`config.mk`:
```
export PLATFORM = sky130hd
export DESIGN_NAME = fifo_sync_param
export DESIGN_NICKNAME = d
export VERILOG_FILES = /design/src/rtl/fifo_sync_param.sv
export SDC_FILE = /design/constraint.sdc
export NUM_CORES = 1
export LEC_CHECK = 0
export ABC_AREA = 1
export ABC_CLOCK_PERIOD_IN_PS = 2350
export CAP_MARGIN = 30
export CORE_MARGIN = 2
export CORE_UTILIZATION = 38
export CTS_CLUSTER_SIZE = 25
export DETAILED_ROUTE_END_ITERATION = 8
export SLEW_MARGIN = 10
export SYNTH_ARGS = -nofsm -noshare
export SYNTH_HDL_FRONTEND = slang
export SYNTH_SLANG_ARGS = --single-unit
```
`constraint.sdc`:
```
create_clock -name clk -period 2.35 [get_ports clk]
set_input_delay 0.47 -clock clk [delete_from_list [all_inputs] [get_ports clk]]
set_output_delay 0.47 -clock clk [all_outputs]
set_load 0.005 [all_outputs]
```
`src/rtl/fifo_sync_param.sv`:
```
// fifo_sync_param: parameterised single-clock FIFO with occupancy count,
// programmable almost-full/almost-empty thresholds, overflow/underflow
// pulses and a selectable read mode (standard registered read or FWFT).
//
// Ports:
//   clk           rising-edge clock
//   rst_n         asynchronous active-low reset
//   wr_en, wdata  write request and data
//   rd_en         read (pop) request
//   rdata         read data (registered in standard mode, mem[rptr] in FWFT)
//   full, empty, almost_full, almost_empty   registered status flags
//   count         registered occupancy, 0..DEPTH
//   overflow      one-cycle pulse after a write attempted while full
//   underflow     one-cycle pulse after a read attempted while empty
module fifo_sync_param #(
  parameter int unsigned DATA_W    = 8,
  parameter int unsigned ADDR_W    = 4,
  parameter int unsigned AFULL_TH  = 12,
  parameter int unsigned AEMPTY_TH = 2,
  parameter int unsigned FWFT      = 0
) (
  input  logic              clk,
  input  logic              rst_n,
  input  logic              wr_en,
  input  logic [DATA_W-1:0] wdata,
  input  logic              rd_en,
  output logic [DATA_W-1:0] rdata,
  output logic              full,
  output logic              empty,
  output logic              almost_full,
  output logic              almost_empty,
  output logic [ADDR_W:0]   count,
  output logic              overflow,
  output logic              underflow
);

  localparam int unsigned DEPTH = 1 << ADDR_W;
  localparam int unsigned CNT_W = ADDR_W + 1;

  logic [DATA_W-1:0] mem [DEPTH];
  logic [ADDR_W-1:0] wptr;
  logic [ADDR_W-1:0] rptr;

  logic              wr_acc_c;
  logic              rd_acc_c;
  logic [CNT_W-1:0]  count_next_c;

  // Acceptance uses the registered flags, so a full FIFO still pops on a
  // simultaneous request and an empty FIFO still pushes.
  assign wr_acc_c = wr_en && !full;
  assign rd_acc_c = rd_en && !empty;

  // Next occupancy; a simultaneous accepted push and pop cancel out.
  always_comb begin
    count_next_c = count;
    case ({wr_acc_c, rd_acc_c})
      2'b10:   count_next_c = count + CNT_W'(1);
      2'b01:   count_next_c = count - CNT_W'(1);
      default: count_next_c = count;
    endcase
  end

  // Pointers, count, and flags registered from the next count so every
  // flag changes on the same edge as count.
  always_ff @(posedge clk or negedge rst_n) begin
    if (!rst_n) begin
      wptr         <= '0;
      rptr         <= '0;
      count        <= '0;
      full         <= 1'b0;
      empty        <= 1'b1;
      almost_full  <= 1'b0;
      almost_empty <= 1'b1;
      overflow     <= 1'b0;
      underflow    <= 1'b0;
    end else begin
      if (wr_acc_c) wptr <= wptr + ADDR_W'(1);
      if (rd_acc_c) rptr <= rptr + ADDR_W'(1);
      count        <= count_next_c;
      full         <= (count_next_c == CNT_W'(DEPTH));
      empty        <= (count_next_c == '0);
      almost_full  <= (count_next_c >= CNT_W'(AFULL_TH));
      almost_empty <= (count_next_c <= CNT_W'(AEMPTY_TH));
      overflow     <= wr_en && full;
      underflow    <= rd_en && empty;
    end
  end

  // Storage array, intentionally not reset.
  always_ff @(posedge clk) begin
    if (wr_acc_c) mem[wptr] <= wdata;
  end

  // Read-data path per read mode.
  if (FWFT == 0) begin : g_std
    always_ff @(posedge clk or negedge rst_n) begin
      if (!rst_n)        rdata <= '0;
      else if (rd_acc_c) rdata <= mem[rptr];
    end
  end else begin : g_fwft
    assign rdata = mem[rptr];
  end

endmodule

```
== Word level (Yosys, flattened, before mapping) ==
Memories as Yosys holds them, arrays and structs flattened. A register that Yosys moved wholly into a read port is not among the register bits.
Cells that the tools add are included.

* Shift-type cells: 0
* Order comparisons: 2
* Bitwise gates (word level): 0
* Reduce and logical (&&, ||, !) cells: 8
* Muxes and demuxes: 3
* Eq/ne operators: 3
* Add/subtract/negate cells: 4
* Multipliers: 0
* Div/mod/pow operators: 0

{| class="wikitable"
|+ Operators by type and width
! operator !! count
|-
| $pmux W5 S2 || 1
|-
| $add A4 B1 Y4 const B || 2
|-
| $add A5 B1 Y5 const B || 1
|-
| $eq A5 B5 Y1 const B || 1
|-
| $ge A5 B4 Y1 const B || 1
|-
| $le A5 B2 Y1 const B || 1
|-
| $logic_not A5 Y1 || 1
|-
| $sub A5 B1 Y5 const B || 1
|-
| $logic_and A1 B1 Y1 || 4
|-
| $logic_not A1 Y1 || 3
|-
| $eq A2 B1 Y1 const B || 1
|-
| $eq A2 B2 Y1 const B || 1
|-
| $mux W1 || 2
|}

* Logic and storage cells: 30
* Bits in writable memories: 128
* Memories: 1
* Register bits after elaboration: 19
* Bits in latches: 0
* Output and inout port bits: 19
* ROM bits: 0

{| class="wikitable"
|+ Memory list
! name !! words !! bits a word !! read ports !! clocked after Yosys merged registers in !! write ports !! RTL line !! RTL
|-
| mem || 16 || 8 || 1 || 1 || 1 || 40 || <nowiki>logic [DATA_W-1:0] mem [DEPTH];</nowiki>
|}

== Logic depth before layout (Yosys ltp) ==
Gate-level depths: netlist (run 1).

* Depth in word-level cells: 5
* Depth in mapped cells: 16
* Gate-level depth less buffers: 16

== Worst setup path after synthesis (run 1) ==
No wires, ideal clock.

* Kind: input -> register
* From: input port rd_en
* To: register almost_full
* Required time: 2.233 ns
* Setup slack: 0.396 ns
* Stages: 13
* Setup time: 0.117 ns
* Data arrival time: 1.837 ns
* Buffers on the path: 1
* Cell sequence: inv_2 > nor2_8 > buf_1 > ha_1 > nand2_1 > nand2_1 > nand3_2 > nor2_1 > nand2_1 > nand3_2 > nand2_1 > nand2_1 > nand2_1

* Word-level cells in the longest chain between the ends: 4
* Elaborated cells on any way between the ends: 5
* Classes of those cells: order compare (1); eq/ne (2); mux (1); reduce/logical (1)

{| class="wikitable"
|+ RTL lines
! item !! RTL line !! RTL
|-
| start, declared || 26 || <nowiki>input logic rd_en,</nowiki>
|-
| $logic_and A1 B1 Y1 (*) || 51 || <nowiki>assign rd_acc_c = rd_en && !empty;</nowiki>
|-
| $eq A2 B1 Y1 / $eq A2 B2 Y1 (equally long branches) || 56 || <nowiki>case ({wr_acc_c, rd_acc_c})</nowiki>
|-
| $pmux W5 S2 (*) || 56 ||
|-
| $ge A5 B4 Y1 (*) || 82 || <nowiki>almost_full <= (count_next_c >= CNT_W'(AFULL_TH));</nowiki>
|-
| end signal, assigned || 82 ||
|-
| end, declared || 30 || <nowiki>output logic almost_full,</nowiki>
|}

Mark *: on every way between the ends. The rest lies on a longest branch, timed or not.
A chain may end at the register's enable or synchronous reset.

== Final worst setup path (run 1) ==
* From: input port rd_en
* To: register almost_empty

* Word-level cells in the longest chain between the ends: 4
* Elaborated cells on any way between the ends: 5
* Classes of those cells: order compare (1); eq/ne (2); mux (1); reduce/logical (1)

{| class="wikitable"
|+ RTL lines
! item !! RTL line !! RTL
|-
| $logic_and A1 B1 Y1 (*) || 51 ||
|-
| $eq A2 B1 Y1 / $eq A2 B2 Y1 (equally long branches) || 56 ||
|-
| $pmux W5 S2 (*) || 56 ||
|-
| $le A5 B2 Y1 (*) || 83 || <nowiki>almost_empty <= (count_next_c <= CNT_W'(AEMPTY_TH));</nowiki>
|-
| end signal, assigned || 83 ||
|-
| end, declared || 31 || <nowiki>output logic almost_empty,</nowiki>
|}

Marked as above.

==> summary by stage, run 1 <==
Global route
The number of antenna violations at the first check in global routing is 0. Global routing finished with a remaining overflow of 0. The overall fraction of global-route tracks in use is 0.164. The number of global-route vias before repair came to 4103. The maximum number of pins on one net before global-route repair is 59. The global-route wire length before repair is 22.0 mm.

Clock network
TritonCTS built the clock tree. The clock sink count is 155. CTS built an H-tree with a depth of 4.

For the worst-skew pair, the clock arrives at the later sink with an insertion delay of 0.42 ns. In this run, post-CTS hold repair placed 0 buffers. The root buffer cell chosen for the clock tree is clkbuf_16. The clock-pin transition on the worst setup and hold timing paths is 0.06 ns. The CTS buffer count is 17. The number of setup buffers added after CTS is 0.

The clock passes through at most 2 buffers. In this run, post-CTS repair resized a total of 0 instances.

Floorplan
The floorplan has 47 rows. The die extent in x is 134 um. The die outline area is 17800 um^2.

The number of I/O pins is 31. The initial core utilization is 0.387. The core region area is 16500 um^2. The floorplan die height is 134 um.

Route
For this run, design rule violations remaining after detail routing come to 0. Before antenna repair, the detailed router went through 4 iterations. After detailed routing, the average wire length per cell comes to 17.1 um. The wire length reported by the detailed router is 13.9 mm. Across all layers, the routed design uses 4161 vias. In the routed layout, each cell is associated on average with a via count of 5.11. The final antenna-violating net count is 0.

The DRC marker count from the first detailed-route iteration is 295.

Placement
The congestion estimate from routability-driven global placement came to 0.837. Summing all placed instances gives a cell area of 7120 um^2. Including well taps, the total number of placed cells is 783. In this run the tool buffered the top-level ports with 30 buffer cells. The placed wire-length estimate is 9.08 mm.

Power and ir drop
The reported leakage power is 2.83 nW. The total power per unit cell area is 1250 nW/um^2. The overall power consumption is 9.65 mW.

The maximum VDD drop is 0.601 mV.

STA
The ratio of final minimum period to clock period is 0.884. Headroom to the max-slew limit came out at 0.565. Setup violations remaining at the end of the flow were counted as 0. The routed design could run at a clock period as short as 2.08 ns. Between clock sinks in the finished design, the worst skew comes to 0.00767 ns.

At the pin with the least slew margin, the transition time is 0.650 ns. Setup repair after global routing left no endpoint under its margin. The tightest hold margin is 0.423 ns. The number of pins exceeding their max-slew limit in the final report came to 0. The maximum achievable frequency is 0.482 GHz. The number of endpoints with negative hold slack in the final report is 0.

Run
The number of violations of the max-capacitance limit is 0.

Setup path
The worst setup path is launched from a primary input. The maximum fanout along the worst path is 4. The critical path required time is 2.71 ns. The worst path arrival time is 2.44 ns.

The critical path in this run is classified as primary input to flop. STA classifies the critical path endpoint as a flop.

Yosys
The sequential area share after synthesis is 0.709. Synthesis instantiated 28 different standard cells from the library. Counting every net in the synthesized netlist gives 543. Yosys printed 0 warnings. The synthesized design contains 155 register bits. The combined area of all synthesized cells is 6380 um^2. Each instance of the synthesized netlist takes up on average 12.2 um^2. Synthesis produced a netlist whose cell count is 524.

Layout
The area of all placed cells without fillers is 7700 um^2. The count of nets after finishing is 601. Relative to the synthesized area, the layout overhead comes to 20.8%. The finished layout holds 815 standard cells, fillers aside. 0 antenna diodes ended up in the layout. The share of cells above drive strength 1 is 0.134.

Run status
The flow ran to the end, and the final reports show no timing, DRC or antenna violations.

Worst hold path
In this run the worst hold path is classified as primary input to asynchronous set/reset pin.
## placed cells by master (no fill, tap or decap), drive strengths merged, types with 4 or more instances in the layout
cell type        n
nand2           72
o221ai          25
xor2             7
dfrtp           25
o211ai           7
ha               7
inv             33
o21ai           71
nand4            4
clkdlybuf4s50   30
nand3           25
clkbuf          19
edfxtp         128
clkinv           7
nor2            86
buf             34
## power by group
| group | internal (mW) | switching, mW | total [mW] | leakage, nW |
|---|---|---|---|---|
| logic | 1.20 | 2.10 | 3.29 | 1.08 |
| clock network | 1.66 | 1.06 | 2.71 | 0.283 |
| registers | 3.43 | 0.211 | 3.65 | 1.48 |
| total | 6.29 | 3.36 | 9.65 | 2.83 |
## state kept, by name, summed over array words and instances (netlist names)
name          cells
almost_empty      1
almost_full       1
count             5
empty             1
full              1
mem             128
overflow          1
rdata             8
rptr              4
underflow         1
wptr              4
## path summary, 6_finish.rpt
check	from	to	slack, ns	cells after the start
setup / recovery	rd_en	almost_empty$_DFF_PN1_	0.27	12
hold / removal	rst_n	count[2]$_DFF_PN0_	0.42	2
setup reg to reg	empty$_DFF_PN1_	almost_empty$_DFF_PN1_	0.32	8
hold reg to reg	rdata[3]$_DFFE_PN0P_	rdata[3]$_DFFE_PN0P_	0.48	2
max in group asynchronous	rst_n	empty$_DFF_PN1_	1.63	2
min in group clk	rdata[3]$_DFFE_PN0P_	rdata[3]$_DFFE_PN0P_	0.48	2
## Yosys cell counts
cell	n	share of area
a21oi_1	3	0.0024
a31oi_1	3	0.0029
buf_1	2	0.0012
buf_2	6	0.0047
buf_4	4	0.0047
clkbuf_1	13	0.0077
clkinv_1	1	0.00059
dfrtp_1	25	0.098
dfstp_2	2	0.0082
edfxtp_1	128	0.60
ha_1	7	0.014
inv_1	30	0.018
inv_2	2	0.0012
nand2_1	67	0.039
nand2_2	4	0.0039
nand2_4	1	0.0018
nand3_1	22	0.017
nand3_2	3	0.0047
nand4_1	4	0.0039
nor2_1	85	0.050
nor2_8	1	0.0031
o211ai_1	7	0.0082
o21ai_0	68	0.053
o21ai_1	1	0.00078
o21ai_2	2	0.0027
o221ai_1	25	0.034
o22ai_1	1	0.00098
xor2_1	7	0.0096
## per-stage QoR
step	setup TNS [ns]	util	setup slack, ns
3_5_place_dp	-0.242	0.432	-0.0970
2_1_floorplan	0	-	0.396
6_report	0	0.468	0.273
4_1_cts	0	0.468	0.281
3_3_place_gp	-0.0188	0.432	-0.0106
5_1_grt	0	0.468	0.100
## per-layer routing
layer,global-route usage,up-vias,wire length (um)
met5,0,-,0
met4,0.0609,0,201
met3,0.0392,22,728
met2,0.278,107,6920
met1,0.206,2046,6080
li1,-,1986,-
## critical path, stage by stage
cell and delay [ns]:
clkdlybuf4s50_1 0.50, inv_2 0.07, nor2_8 0.11, nand3_1 0.10, nand2_1 0.08, inv_1 0.06
ha_1 0.27, o21ai_0 0.31, nor2_1 0.09, nor2_1 0.13, nand3_1 0.12, nor2_1 0.12
## area by class of cell
cell class	count	area, um^2
clock buffers	19	433
clock inverters	13	151
fillers	1467	8760
inverters	33	124
multi-input cells	311	1620
flip-flops and latches	155	4520
well taps	220	275
repair buffers	64	581
## cells by family (layout without fill, tap and decap cells)
family / count (synthesis) / after routing / synth area share
compound gates: 110 / 110 / 0.106
fa+ha+maj: 7 / 7 / 0.0137
flops: 155 / 155 / 0.709
simple gates: 187 / 187 / 0.124
xor+xnor: 7 / 7 / 0.00961
buf+inv: 58 / 129 / 0.0377
No activity file was read; power rests on OpenSTA's default activity.
==> inputs of run 2 (changes only) <==
Settings changed: SETUP_SLACK_MARGIN from default to 0.1.
==> summary by stage, run 2 (synthesis gave the netlist of run 1 again) <==
Route
The total vias in the final route is 4149 (-0.29%). The post-detailed-route via-to-cell ratio is 5.09 (-0.29%). The final antenna-violating net count is 0 (unchanged). The number of design rule violations left after detail routing is 0 (unchanged). The DRC marker count from the first detailed-route iteration is 293 (-0.68%). The wire length reported by the detailed router came to 13.9 mm (about the same).

The routed wirelength normalized by instance count is 17.1 um (about the same). The number of iterations in the first detailed-routing pass is 6 (+2).

Floorplan
The number of I/O pins is 31 (unchanged). The die extent in x was 134 um (unchanged). The initial core utilization was 0.387 (unchanged). The floorplan row count is 47 (unchanged). The floorplan die height is 134 um (unchanged). The die outline area is 17800 um^2 (unchanged). The core region area is 16500 um^2 (unchanged).

Layout
The largest registers in the layout are mem (128), rdata (8), count (5). The core occupancy in the finished layout was 0.468 (unchanged). The layout overhead on the synthesized area came to 20.8% (unchanged). The area of all placed cells without fillers was 7700 um^2 (unchanged). The library cell used most frequently in the layout, excluding fill and tap cells, is edfxtp_1. The count of nets after finishing is 601 (unchanged). The number of flip-flops in the largest register is 128 (unchanged).

The number of filler cells placed in the layout is 1467 (unchanged). The share of cells above drive strength 1 came to 0.134 (unchanged). The antenna diode count was 0 (unchanged). The register with the most flip-flops is mem. The number of standard cells in the layout, taps in and fillers out is 815 (unchanged). The library cells used most frequently in the layout, excluding fill and tap cells, are edfxtp_1, nor2_1, nand2_1, o21ai_0, buf_4.

Clock network
The later-pin clock latency in the skew report is 0.42 ns (about the same). The root buffer cell chosen for the clock tree is clkbuf_16. The CTS buffer count is 17 (unchanged).

The H-tree depth is 4 (unchanged). The clock-pin transition on the worst setup and hold timing paths was 0.06 ns (about the same). The maximum clock insertion buffer count came to 2 (unchanged). The clock sink count was 155 (unchanged).

The number of gates given a new drive strength after cts is 0 (unchanged). The number of hold buffers added after cts came to 0 (unchanged). TritonCTS built the clock tree. The number of setup buffers added after CTS came to 0 (unchanged).

STA
The slew at the pin closest to its max-slew limit is 0.675 ns (+0.0244 ns). The headroom to the max-slew limit is 0.549 (-0.0163). The ratio of final minimum period to clock period is 0.856 (-0.0278). The final sum of negative setup slack is 0 ns (unchanged).

The number of endpoints with negative hold slack in the final report is 0 (unchanged). The maximum achievable frequency is 0.497 GHz (+3.2%). The clock period minus final worst setup slack is 2.01 ns (-0.0652 ns).

The setup skew after layout is 0.00653 ns (-0.00114 ns). The number of pins exceeding their max-slew limit in the final report is 0 (unchanged). Setup repair after global routing left no endpoint under its margin. The tightest hold margin is 0.422 ns (-0.000150 ns). The total of endpoints with negative setup slack in the final report is 0 (unchanged).

Setup path
The critical path required time was 1.88 ns (-0.83 ns). The delay of the slowest cell on the worst path was 0.59 ns (+0.09 ns). The kind of start point of the critical path is a flop.

The sum of buffers and inverters on the critical path is 1 (-2). The maximum fanout along the worst path came to 3 (-1). The signal on the critical path passes through clkdlybuf4s50_1. The setup slack on the worst flop-to-flop path was 0.41 ns (+0.09 ns). The worst path arrival time is 1.54 ns (-0.90 ns). The family with the most delay on the worst path is flip-flops. By startpoint and endpoint, the worst setup path is classified as flop to output pin.

The worst setup path is captured at an output pin. The slowest library cell on the worst path is dfstp_2.

Global route
The overall fraction of global-route tracks in use came to 0.164 (unchanged). The number of global-route vias before repair is 4103 (unchanged). The global-route wire length before repair was 22.0 mm (unchanged).

The remaining global-route overflow is 0 (unchanged). The maximum number of pins on one net before global-route repair came to 59 (unchanged). The number of antenna violations at the first check in global routing came to 0 (unchanged).

Power and ir drop
The maximum VDD drop is 0.599 mV (-0.31%). The total power per unit cell area is 1250 nW/um^2 (about the same). The reported leakage power was 2.83 nW (about the same).

Worst hold path
The worst hold path class is primary input to asynchronous set/reset pin.

Run
The number of violations of the max-capacitance limit is 0 (unchanged).

Run status
The flow ran to the end, and the final reports show no timing, DRC or antenna violations.

Placement
The placed wire-length estimate is 9.08 mm (unchanged). The global placement routability congestion is 0.837 (unchanged). The area after detailed placement was 7120 um^2 (unchanged).

The placed instance count is 783 (unchanged). The number of I/O port buffers is 30 (unchanged).
[run 2: cell counts in the layout (fill, tap and decap cells not counted)]
No cell type changed its count.
[run 2: report_power, final]
group          internal (mW)  switching (mW)
Clock                   1.66            1.05
Combinational           1.20            2.10
Sequential              3.43           0.214
Total                   6.29            3.36
[run 2: final cells by class]
| class | instances | area, um^2 | area share |
|---|---|---|---|
| Sequential cell | 155 | 4520 | 0.587 |
| Multi-Input combinational cell | 311 | 1620 | 0.210 |
| Timing Repair Buffer | 64 | 581 | 0.0754 |
| Clock buffer | 19 | 433 | 0.0562 |
| Tap cell | 220 | 275 | 0.0357 |
| Clock inverter | 13 | 151 | 0.0197 |
| Inverter | 33 | 124 | 0.0161 |
[run 2: metrics by stage]
stage | setup WS (ns) | power (mW)
after floorplan | 0.396 | 5.69
after global placement | -0.0106 | 6.88
after detailed placement | -0.0970 | 6.98
after CTS | 0.281 | 9.73
after global routing | 0.133 | 10.2
final | 0.339 | 9.65
[run 2: path summary, 6_finish.rpt]
path | cells after the start | end | startpoint
min in group clk | 2 | rdata[3]$_DFFE_PN0P_ | rdata[3]$_DFFE_PN0P_
hold / removal | 2 | count[2]$_DFF_PN0_ | rst_n
hold reg to reg | 2 | rdata[3]$_DFFE_PN0P_ | rdata[3]$_DFFE_PN0P_
setup reg to reg | 8 | almost_empty$_DFF_PN1_ | empty$_DFF_PN1_
setup / recovery | 1 | empty | empty$_DFF_PN1_
max in group asynchronous | 2 | empty$_DFF_PN1_ | rst_n
[run 2: per-layer routing]
| layer | share of wire | track usage | up-vias |
|---|---|---|---|
| met2 | 0.49 | 0.278 | 93 |
| met5 | 0 | 0 | - |
| li1 | - | - | 1991 |
| met1 | 0.45 | 0.206 | 2050 |
| met3 | 0.046 | 0.0392 | 15 |
| met4 | 0.012 | 0.0609 | 0 |
==> patch 1: new RTL, config.mk and constraints of run 2 <==
Remove the register `underflow`: a continuous assignment takes its place, so the output `underflow` follows one clock earlier. Comments in the files are not updated.
--- a/src/rtl/fifo_sync_param.sv
+++ b/src/rtl/fifo_sync_param.sv
@@ -72,7 +72,6 @@
       almost_full  <= 1'b0;
       almost_empty <= 1'b1;
       overflow     <= 1'b0;
-      underflow    <= 1'b0;
     end else begin
       if (wr_acc_c) wptr <= wptr + ADDR_W'(1);
       if (rd_acc_c) rptr <= rptr + ADDR_W'(1);
@@ -82,9 +81,10 @@
       almost_full  <= (count_next_c >= CNT_W'(AFULL_TH));
       almost_empty <= (count_next_c <= CNT_W'(AEMPTY_TH));
       overflow     <= wr_en && full;
-      underflow    <= rd_en && empty;
     end
   end
+
+  assign underflow = rd_en && empty;
 
   // Storage array, intentionally not reset.
   always_ff @(posedge clk) begin
Check against the original RTL: not equivalent (a bounded check fails within 4 cycles, from zero or initial values and one cycle with rst_n low).
==> patch 1 against run 2 <==
- register-to-register slack improved by 0.02 ns
- total power fell by 1.2%
- final area down 0.41%
- die area down 0.37%
- sequential cell count down 1
- worst setup slack lost 0.063 ns
- maximum frequency is 3.1% lower
- clock power is 4% lower
- critical path depth grew 2
- synthesized area shrank 0.39%
- clock skew grew 0.0048 ns
- wire length grew 2.1%
==> patch 1: results (changes against run 2) <==
status: finished, final reports clean
Skew-Pair Late Insertion Delay: 0.42 ns (about the same)
via count: 4201 (+1.3%)
Post-Syn Instances: 523 (-0.19%)
root buffer cell: clkbuf_16
VDD IR-drop max: 0.638 mV (+6.4%)
Regs by FF count: mem (128), rdata (8), count (5)
clk buf depth: 2 (unchanged)
GRT Total Usage: 16.9% (+0.44 points)
Reg2Reg Depth: 8 (unchanged)
Num CTS Buffers: 17 (unchanged)
post-cts resize count: 0 (unchanged)
crit-path max cell delay: 0.59 ns (about the same)
largest cells by area after synthesis: edfxtp_1, dfrtp_1, o21ai_0, nor2_1, nand2_1
number of post-CTS setup repair buffers: 0 (unchanged)
largest net degree at the start of global routing: 52 (-12%)
antenna violations before repair: 0 (unchanged)
first-pass GRT wire length: 22300 microns (+1.3%)
Seq/Total Area, Yosys: 70.8% (-0.11 points)
gpl congestion: 0.806 (-3.7%)
WP data arrival: 1.60 ns (+0.06 ns)
share of cells above drive strength 1: 13.1% (-0.34 points)
fill count: 1478 (+0.75%)
Leakage: 2.82 nW (-0.67%)
Psw: 0.00331 W (-1.6%)
1st-iter DRT viols: 429 (+46%)
clk_skew: 0.0114 ns (+0.00484 ns)
top cells by count, synth: edfxtp_1, nor2_1, o21ai_0
Max Cap Viol: 0 (unchanged)
htree depth: 4 (unchanged)
EDFF count, synth: 128 (unchanged)
PortBufs: 30 (unchanged)
Ys Warns: 0 (unchanged)
fin nets: 601 (unchanged)
syn_nets: 542 (-0.18%)
Netlist cell types: 28 (unchanged)
maximum fanout along the worst path: 3 (unchanged)
worst hold path type: in -> async
Reg clk slew, reported paths: 0.05 ns
routed length per instance: 17.4 microns (+2.1%)
Final HPWL DP: 8970 microns (-1.2%)
share of flip-flops with an asynchronous set or reset: 16.9% (-0.54 points)
Slew @ Worst Pin: 0.661 ns (-0.0142 ns)
ant diodes: 0 (unchanged)
vias in the first global route: 3988 (-2.8%)
DR pass1 iterations: 4 (-2)
[patch 1: changes by cell type in the layout (fill, tap and decap cells not counted)]
cell,delta
buf_4,+1
bufinv_16,-1
clkbuf_1,+3
clkbuf_8,+2
clkinv_2,-3
clkinv_4,+1
clkinvlp_4,-1
dfrtp_1,-1
inv_6,-1
[patch 1: layer usage]
metal	routed length [microns]	global-route usage [%]	up-vias
met3	607	3.42	17
met5	0	0	-
met1	6670	23.0	2088
met4	266	7.39	0
li1	-	-	1984
met2	6670	26.4	112
[patch 1: cell type report]
type	count	area share, %
clock buffer	24	6.15
clock inverter	8	1.29
inverter	33	1.61
multi-input combinational	311	21.1
sequential	154	58.6
tap	220	3.59
timing repair buffer	65	7.67
[patch 1: critical path: cells and delay by family (launching register included)]
kind,cells,cell delay [ns]
buf+inv,2,0.53
flops,1,0.59
simple gates,1,0.06
[patch 1: logic make-up after synthesis]
kind of cell	Yosys count	share of synthesized area [%]
xor+xnor	7	0.965
simple gates	187	12.5
buf+inv	58	3.78
compound gates	110	10.6
fa+ha+maj	7	1.38
flops	154	70.8
[patch 1: final timing paths]
path	slack, ns	endpoint	from
max	0.28	underflow	empty
min	0.44	count[2]	rst_n
max reg2reg	0.43	empty	empty
min reg2reg	0.48	rdata[7]	rdata[7]
max in group asynchronous	1.35	rptr[1]	rst_n
min in group clk	0.48	rdata[7]	rdata[7]
[patch 1: power groups by stage]
stage	Clock, W	Sequential (W)	Combinational (W)
6_report	0.00261	0.00367	0.00326
4_1_cts	0.00266	0.00367	0.00327
3_5_place_dp	0	0.00372	0.00327
2_1_floorplan	0	0.00364	0.00203
5_1_grt	0.00278	0.00371	0.00362
3_3_place_gp	0	0.00371	0.00320
[patch 1: metrics by stage]
step                instance area [sq um]  power (W)  cells  TNS, ns  setup slack, ns
floorplan                            6350    0.00567    523        0            0.396
global route                         7670     0.0101    815        0            0.139
detailed placement                   7100    0.00699    783   -0.204          -0.0610
CTS                                  7670    0.00961    815        0            0.253
finish                               7670    0.00954    815        0            0.275
global placement                     7100    0.00690    783  -0.0473          -0.0256
==> patch 2: new RTL, flow settings as in run 2 <==
Made on the original files. The parameter `FWFT` goes from 0 to 1.
--- a/src/rtl/fifo_sync_param.sv
+++ b/src/rtl/fifo_sync_param.sv
@@ -17,7 +17,7 @@
   parameter int unsigned ADDR_W    = 4,
   parameter int unsigned AFULL_TH  = 12,
   parameter int unsigned AEMPTY_TH = 2,
-  parameter int unsigned FWFT      = 0
+  parameter int unsigned FWFT      = 1
 ) (
   input  logic              clk,
   input  logic              rst_n,
Function: changed (a bounded check fails within 4 cycles, from zero or initial values and one cycle with rst_n low).
==> patch 2 against run 2 <==
- the run now ends with setup timing left
- synthesized area fell by 3.5%
- maximum frequency fell by 19%
- final area rose by 4.9%
- worst setup slack got worse by 0.48 ns
- non-clock buffer count rose by 33
- wire length rose by 4.3%
- final cell count rose by 4.9%
- total power rose by 9.8%
- sequential cell count fell by 8
- critical path type unchanged
- largest power group is now combinational logic
==> patch 2: results (changes against run 2) <==
status: finished with violations
failing checks: setup timing
Int Power: 0.00706 W (+12%)
Final HPWL DP: 8990 microns (-0.95%)
top cells by count, synth: edfxtp_1, nand2_1, nor2_1
endpoints failing setup: 8 (+8)
largest cells by area after synthesis: edfxtp_1, dfrtp_1, nand2_1, nor2_1, inv_1
fin nets: 646 (+7.5%)
Final Hold Viols: 0 (unchanged)
first-pass GRT wire length: 22600 microns (+2.7%)
maximum fanout along the worst path: 5 (+2)
gpl congestion: 0.806 (-3.7%)
Regs by FF count: mem (128), count (5)
vias in the first global route: 4210 (+2.6%)
Placed Area: 0.00696 sq mm (-2.3%)
fill count: 1407 (-4.1%)
Die W: 131 microns (-1.7%)
Seq/Total Area, Yosys: 70.2% (-0.72 points)
largest net degree at the start of global routing: 20 (-66%)
share of flip-flops with an asynchronous set or reset: 12.9% (-4.5 points)
syn_nets: 550 (+1.3%)
Slew @ Worst Pin: 0.624 ns (-0.0510 ns)
GRT Total Usage: 17.5% (+1.0 points)
post-place setup slack: -0.405 ns (-0.308 ns)
routed wire length: 14500 microns (+4.3%)
TNS Setup: -0.743 ns (-0.743 ns)
slowest cell on the critical path: dfrtp_2
1st-iter DRT viols: 394 (+34%)
vias per cell: 4.89 (-4.0%)
final setup margin: -0.141 ns (-0.479 ns)
VDD IR-drop max: 0.654 mV (+9.2%)
WP data arrival: 2.02 ns (+0.48 ns)
clk_skew: 0.00833 ns (+0.00181 ns)
crit-path max cell delay: 0.41 ns (-0.18 ns)
DR pass1 iterations: 5 (-1)
Leakage: 3.16 nW (+12%)
share of cells above drive strength 1: 23.6% (+10 points)
worst hold path type: in -> reg
Netlist cell types: 26 (-7.1%)
patch 2: changes by cell type after synthesis, sizes merged, moves of 10 or more:
cell	before	now
o21ai	71	45
o221ai	25	0
nand2	72	96
inv	32	55
o2111ai	0	14
clkbuf	13	2
o211ai	7	17
patch 2: critical path, delay by kind of cell (launching register included):
| kind | cells | cell delay (ns) |
|---|---|---|
| buf+inv | 6 | 0.63 |
| simple gates | 1 | 0.13 |
| compound gates | 3 | 0.41 |
| flops | 1 | 0.41 |
patch 2: cells by family (layout without fill, tap and decap cells):
kind of cell | Yosys count | count (layout) | share of synthesized area [%]
buf+inv | 76 | 185 | 5.18
xor+xnor | 8 | 8 | 1.14
flops | 147 | 147 | 70.2
fa+ha+maj | 8 | 8 | 1.63
compound gates | 85 | 85 | 8.45
simple gates | 206 | 206 | 13.4
patch 2: per-layer routing:
layer,vias up,global-route usage [%],share of wire (%)
met5,-,0,0
met4,0,6.46,1.4
met3,16,4.51,4.6
met2,95,30.3,52
met1,2042,21.0,42
li1,2025,-,-
patch 2: final cells by class:
cell class,count,area share (%)
multi-input combinational,307,20.3
timing repair buffer,97,12.3
inverter,56,2.69
sequential,147,53.5
clock buffer,19,5.36
clock inverter,13,2.55
tap,216,3.34
patch 2: worst paths after layout:
check / from / endpoint / slack (ns) / cells past startpoint
worst max-delay path: rptr[0] / rdata[4] / -0.14 / 10
worst min-delay path: wr_en / overflow / 0.29 / 3
worst max register to register: empty / empty / 0.33 / 13
worst min register to register: empty / underflow / 0.50 / 2
max in group asynchronous: rst_n / almost_empty / 1.69 / 2
min in group asynchronous: rst_n / rptr[2] / 0.39 / 2
patch 2: through the flow:
step                std cells  total power (W)
floorplan                 530          0.00537
global placement          796          0.00676
detailed placement        796          0.00684
CTS                       849           0.0104
global route              855           0.0112
finish                    855           0.0106
patch 2: power groups by stage:
stage,sequential [W],combinational (W),clock [W]
floorplan,0.00342,0.00195,0
global placement,0.00346,0.00330,0
detailed placement,0.00346,0.00338,0
CTS,0.00341,0.00408,0.00296
global route,0.00346,0.00465,0.00307
finish,0.00342,0.00427,0.00290
patch 2: timing repair:
action | 4_1_cts | 5_1_grt
cloned | 5 | 0
hold buffers | 0 | 0
endpoints found under the setup margin | 10 | 13
buffers inserted | 16 | 6
gates resized for setup | 65 | 35
pin swaps | 32 | 30
